$ cat src/rtl/alu_operand_skid.sv
// Two-entry registered skid buffer feeding the ALU. MAIN drives the outputs and
// SKID absorbs one cycle of downstream stall. in_ready comes straight from a flop.
//
//   state    | meaning
//   ---------+-----------------------------------------------
//   ST_EMPTY | nothing held, out_valid=0, in_ready=1
//   ST_ONE   | MAIN holds the head op, in_ready=1
//   ST_FULL  | MAIN holds the head op, SKID holds the next, in_ready=0
module alu_operand_skid #(
  parameter int DATA_W = 32,
  parameter int FUNC_W = 3,
  parameter int TAG_W  = 5
) (
  input  logic              clk,
  input  logic              rst_n,
  input  logic              flush,
  input  logic              in_valid,
  output logic              in_ready,
  input  logic [DATA_W-1:0] in_lhs,
  input  logic [DATA_W-1:0] in_rhs,
  input  logic [FUNC_W-1:0] in_func,
  input  logic [TAG_W-1:0]  in_rd,
  output logic              out_valid,
  input  logic              out_ready,
  output logic [DATA_W-1:0] out_lhs,
  output logic [DATA_W-1:0] out_rhs,
  output logic [FUNC_W-1:0] out_func,
  output logic [TAG_W-1:0]  out_rd,
  output logic [1:0]        occupancy
);

  localparam int PAY_W = 2 * DATA_W + FUNC_W + TAG_W;

  typedef enum logic [1:0] {
    ST_EMPTY = 2'd0,
    ST_ONE   = 2'd1,
    ST_FULL  = 2'd2
  } state_t;

  state_t           state_q, state_d;
  logic [PAY_W-1:0] main_q, main_d;
  logic [PAY_W-1:0] skid_q, skid_d;
  logic             in_ready_q, in_ready_d;
  logic [PAY_W-1:0] in_pay;
  logic             accept;
  logic             fire;

  assign in_pay = {in_lhs, in_rhs, in_func, in_rd};
  assign accept = in_valid & in_ready_q;
  assign fire   = out_valid & out_ready;

  always_comb begin
    state_d = state_q;
    main_d  = main_q;
    skid_d  = skid_q;
    case (state_q)
      ST_EMPTY: begin
        if (accept) begin
          main_d  = in_pay;
          state_d = ST_ONE;
        end
      end
      ST_ONE: begin
        if (accept && fire) begin
          main_d = in_pay;
        end else if (accept) begin
          skid_d  = in_pay;
          state_d = ST_FULL;
        end else if (fire) begin
          state_d = ST_EMPTY;
        end
      end
      ST_FULL: begin
        if (fire) begin
          main_d  = skid_q;
          state_d = ST_ONE;
        end
      end
      default: state_d = ST_EMPTY;
    endcase
    // Flush wins: a same-cycle accept still handshakes but its payload is dropped.
    if (flush) begin
      state_d = ST_EMPTY;
      main_d  = main_q;
      skid_d  = skid_q;
    end
  end

  // Ready is a pure function of the next state, registered, so it never sees out_ready combinationally.
  assign in_ready_d = (state_d != ST_FULL);

  always_ff @(posedge clk or negedge rst_n) begin
    if (!rst_n) begin
      state_q    <= ST_EMPTY;
      main_q     <= '0;
      skid_q     <= '0;
      in_ready_q <= 1'b1;
    end else begin
      state_q    <= state_d;
      main_q     <= main_d;
      skid_q     <= skid_d;
      in_ready_q <= in_ready_d;
    end
  end

  assign in_ready  = in_ready_q;
  assign out_valid = (state_q != ST_EMPTY);
  assign {out_lhs, out_rhs, out_func, out_rd} = main_q;

  always_comb begin
    occupancy = 2'd0;
    case (state_q)
      ST_ONE:  occupancy = 2'd1;
      ST_FULL: occupancy = 2'd2;
      default: occupancy = 2'd0;
    endcase
  end

endmodule

$ cat config.mk
export PLATFORM = sky130hd
export DESIGN_NAME = alu_operand_skid
export DESIGN_NICKNAME = d
export VERILOG_FILES = /design/src/rtl/alu_operand_skid.sv
export SDC_FILE = /design/constraint.sdc
export NUM_CORES = 1
export LEC_CHECK = 0
export CORE_AREA = 10 10 174 176
export DETAILED_ROUTE_END_ITERATION = 7
export DIE_AREA = 0 0 184 186
export MAX_ROUTING_LAYER = met4
export PLACE_DENSITY_LB_ADDON = 0.3
export SYNTH_ARGS = -nofsm -noshare
export SYNTH_HDL_FRONTEND = slang
export SYNTH_SLANG_ARGS = --single-unit
export TNS_END_PERCENT = 5
$ cat constraint.sdc
create_clock -name clk -period 1.45 [get_ports clk]
set_input_delay 0.145 -clock clk [delete_from_list [all_inputs] [get_ports clk]]
set_output_delay 0.145 -clock clk [all_outputs]
set_load 0.005 [all_outputs]
## Word level (Yosys, flattened, before mapping)

Index checks and enable logic that the tools add are counted.

- Register bits after elaboration: 147
- Input bits: 77
- Output and inout port bits: 76
- Logic and storage cells: 32

- Mux-type cells: 12
- Reductions and logical operators: 6
- Equality and inequality tests: 6
- Bitwise gates (word level): 4

Operators with widths:

| operator | number |
|---|---|
| 72-bit two-way mux | 3 |
| 72-bit case mux with 3 select lines | 1 |
| 2-bit two-way mux | 6 |
| 2-bit != test (second input constant) | 4 |
| 2-bit case mux with 3 select lines | 1 |
| 5-bit AND reduction | 1 |
| 2-bit case mux with 2 select lines | 1 |
| 4-bit AND reduction | 1 |
| 3-bit nonzero test | 1 |
| 1-bit bitwise AND | 2 |
| 2-bit by 1-bit == test with 1-bit output (second input constant) | 1 |
| 2-bit == test (second input constant) | 1 |
| 2-bit zero test | 1 |
| 1-bit inverter | 2 |
| 2-bit nonzero test | 1 |
| 1-bit logical AND | 1 |

## Logic depth before layout (Yosys ltp)

Gate-level depths: netlist of run 1.

- Depth in word-level cells: 8
- Mapped depth: 7
- Mapped depth without buffers: 4

## Worst setup path after synthesis of run 1

OpenSTA, ideal clock, no wires.

- Path kind: reg-to-reg
- Start: reg in_ready_q, in the netlist in_ready
- End: reg main_q[0]
- Path buffers: 3
- Period minus slack after synthesis: 1609 ps
- Arrival time: 1476 ps
- Setup time: 132 ps
- Stages on the path, launching flop included: 8
- Required time: 1318 ps
- Path slack: -159 ps
- Cells stage by stage: dfstp_2 -> nand2_1 -> o41a_1 -> buf_6 -> buf_6 -> buf_6 -> nand2_1 -> o21ai_1

- Word-level cells in the longest chain between the ends: 4
- Elaborated cells between the ends (all ways): 5
- Classes of those cells: 2 x eq/ne; 1 x bitwise; 2 x reduce/logical

RTL lines:

| item | line | source |
|---|---|---|
| start: declaration | 43 | `logic in_ready_q, in_ready_d;` |
| start signal: assignment | 102 | `in_ready_q <= in_ready_d;` |
| 1-bit bitwise AND (*) | 49 | `assign accept = in_valid & in_ready_q;` |
| 1-bit logical AND | 64 | `if (accept && fire) begin` |
| 2-bit != test (no source line) | -- |  |
| 5-bit AND reduction (no source line) (*) | -- |  |
| end signal: assignment | 100 | `main_q <= main_d;` |
| end: declaration | 41 | `logic [PAY_W-1:0] main_q, main_d;` |

Every way passes the cells marked *; elsewhere a longest branch is shown, timed or not.
A chain may end at the register's enable or synchronous reset.

## Worst setup path after layout of run 1

- Start: reg in_ready_q, in the netlist in_ready
- End: reg skid_q[15]

- Word-level cells in the longest chain between the ends: 4

RTL lines:

| item | line | source |
|---|---|---|
| 1-bit bitwise AND (*) | 49 |  |
| 1-bit logical AND | 64 |  |
| 1-bit inverter (no source line) | -- |  |
| 4-bit AND reduction (no source line) (*) | -- |  |
| end signal: assignment | 101 | `skid_q <= skid_d;` |
| end: declaration | 42 | `logic [PAY_W-1:0] skid_q, skid_d;` |

Marks and branches as above.

==> results of run 1 <==
[what timing repair did]
item / in CTS / in global routing
gates resized for setup: 75 / 30
buffers inserted: 6 / 0
hold buffers: 1 / 0
setup endpoints to repair: 205 / 162
cloned: 0 / 2
pin swaps: 0 / 2
hold endpoints to repair: 147 / 0
[report_power, final]
part | internal [mW] | leakage [nW] | switching [mW]
logic | 1.73 | 2.29 | 0.919
registers | 5.11 | 1.81 | 0.555
clock network | 3.09 | 0.318 | 1.87
total | 9.93 | 4.43 | 3.34
[through the flow]
stage / hold slack, ns / instances
after floorplan: -0.151 / 483
after global placement: 0.0445 / 972
after detailed placement: 0.0421 / 972
after CTS: 0.158 / 1009
after global routing: 0.170 / 1011
final: 0.167 / 1011
[flip-flops by register name, indices dropped and copies added, names as in the netlist]
signal    cells
in_ready      1
main_q       72
skid_q       72
state_q       2
[path summary, 6_finish.rpt]
path	to	slack, ns	depth (start not counted)
max	skid_q[15]	-0.24	5
min	main_q[29]	0.17	2
max reg2reg	skid_q[15]	-0.24	5
min reg2reg	main_q[20]	0.48	2
max in group asynchronous	skid_q[69]	0.69	3
min in group clk	skid_q[67]	0.37	2
[cell families after synthesis]
family | after synthesis
AOI/OAI and AO/OA | 76
buffers and inverters | 32
muxes | 145
DFF | 147
and+or+nand+nor | 83
[cell type report]
type	instances	share of cell area, %
clock buffers	18	4.63
clock inverters	14	2.41
inverters	1	0.0405
multi-input cells	304	27.9
flip-flops and latches	147	39.7
well taps	341	4.61
repair buffers	186	20.7
[worst reg2reg max path, cell delays in order (launching register included)]
cell and delay, ns:
dfstp_2 0.55, nand2_2 0.06, and2b_4 0.29, nand2_8 0.14
buf_12 0.23, mux2_4 0.31
[placed cells by master (no fill, tap or decap), drive strengths merged, types with 2 or more instances in the layout]
| cell | n |
|---|---|
| dlygate4sd2 | 58 |
| inv | 6 |
| and2b | 2 |
| o21ai | 73 |
| dfrtp | 146 |
| clkbuf | 20 |
| mux2i | 73 |
| buf | 35 |
| mux2 | 72 |
| clkdlybuf4s50 | 75 |
| dlymetal6s2s | 15 |
| nor2b | 2 |
| nand2 | 75 |
| bufinv | 5 |
| nor2 | 2 |
| clkinv | 3 |
[layer usage]
layer | track usage (%) | vias to the layer above | share of wire (%)
li1 | - | 2031 | -
met1 | 12.5 | 2044 | 48
met2 | 14.4 | 99 | 45
met3 | 3.06 | 16 | 5.3
met4 | 3.44 | 0 | 1.3
met5 | - | - | 0
==> metrics.txt, run 1 <==
CP peak stage delay=0.55 ns; initial core utilization=24.6%; asr flop ratio synth=100%; clk slew on worst S/H paths=0.07 ns; number of CTS-inserted buffers=17; n_diodes=0; Syn Nets=560; r2r startpoint=in_ready; Slew @ Worst Pin=0.365 ns; Synth top cells by count=146 x dfrtp_1, 74 x nand2_1, 73 x mux2i_1; layout cells sized above 1=22.4%; combinational family with the most area after synthesis=multiplexers; Seq. cell area=3680 µm²; DR DRC count=0; setup TNS=-28.11 ns; Crit Path Max Fanout=16; die area=34200 µm²; Clock Tree Buf Depth=2; antenna violations before repair=0; Final HPWL DP=11.1 mm; violated checks=negative setup slack; max cap viols=0; initial DRC count=163; Slew Viols, Final=0; Top FF cell, synth=dfrtp_1; Worst-Skew Late Latency=0.41 ns; Initial DRT Pass Iterations=4; Crit path buffers/inverters=1; P_leak=4.43 nW; CTS Sinks=147; CP arrival=1.98 ns; final worst setup slack=-0.237 ns; Core Box Area=26700 µm²; Syn-to-layout area delta=41.1%; Placer Congestion=0.677; maximum vdd drop=653 µV; die height=186 µm; final-layout fill cell count=2668; CTS HTree Levels=4; RSZ-0062 raised after global routing=true; YS warnings=0; Synth Register Bits=147; family with the most delay on the worst path=flip-flops; Crit-path slowest cell=dfstp_2; global-route usage over all layers=9.82%; Cell variety after synth=24; Power per Cell Area=1430 nW/µm²; vias per cell=4.14; finished layout cell area=9260 µm²; die span in x=184 µm; post-synthesis simple-gate area fraction=5.49%; critical-path cell list=nand2_2 > and2b_4 > nand2_8 > buf_12 > mux2_4; Post-Syn Area=6560 µm²; placed cell area=8510 µm²; CTS tree=done; WL/cell=16.8 µm; final core occ=34.6%; CTS Root Cell=clkbuf_16; Vias=4190; most frequent cell after synthesis=dfrtp_1; Final Power=13.3 mW; top-area cell type share of the netlist area=55.7%; xor-xnor portion of the synthesized cell area=0%; Final #Nets=734; IO Port Bufs=152; Hold Crit Class=in2async; Area contributors post-synth=dfrtp_1 56%, mux2_4 16%, mux2i_1 11%, o21ai_1 4.6%, nand2_1 4.2%; largest net degree at the start of global routing=75; post-synth top area cell=dfrtp_1; mux contribution to synthesized area=27.5%; first-pass GRT wire length=25.6 mm; fin crit share=116%; Setup WS pre-CTS=-0.410 ns; Post-Route WL=17.0 mm; Worst setup startpoint=in_ready; CP required=1.74 ns; Antenna Nets Post-Route=0; CP Launch Type=flop; Hold Violations, Final=0; Post-synth EDFFs=0; Multi-input gate area=2580 µm²; Synth Area in Adders=0%; via count of the first global-routing pass=4455; Seq/Total Area, Yosys=56.1%; slew margin rel.=75.6%; skew final=0.00717 ns; outcome=complete, but fails checks; Synth Area per Inst=13.6 µm²; WS Path Type=reg2reg; fmax=0.593 GHz; IO Count=153; crit path capture type=flop; site row count=60; Post-Syn Instances=483; gr ovfl total=0; final setup vio count=145; compound-gate portion of the synthesized area=5.99%; crit path time final=1.69 ns
No activity file was read; power rests on OpenSTA's default activity.
==> run 2, diff against run 1 <==
--- a/config.mk
+++ b/config.mk
@@ -8,6 +8,7 @@
 export CORE_AREA = 10 10 174 176
 export DETAILED_ROUTE_END_ITERATION = 7
 export DIE_AREA = 0 0 184 186
+export HOLD_SLACK_MARGIN = 0.08
 export MAX_ROUTING_LAYER = met4
 export PLACE_DENSITY_LB_ADDON = 0.3
 export SYNTH_ARGS = -nofsm -noshare
==> results of run 2 <==
The final DEF is identical to that of run 1; final timing and power are the same.
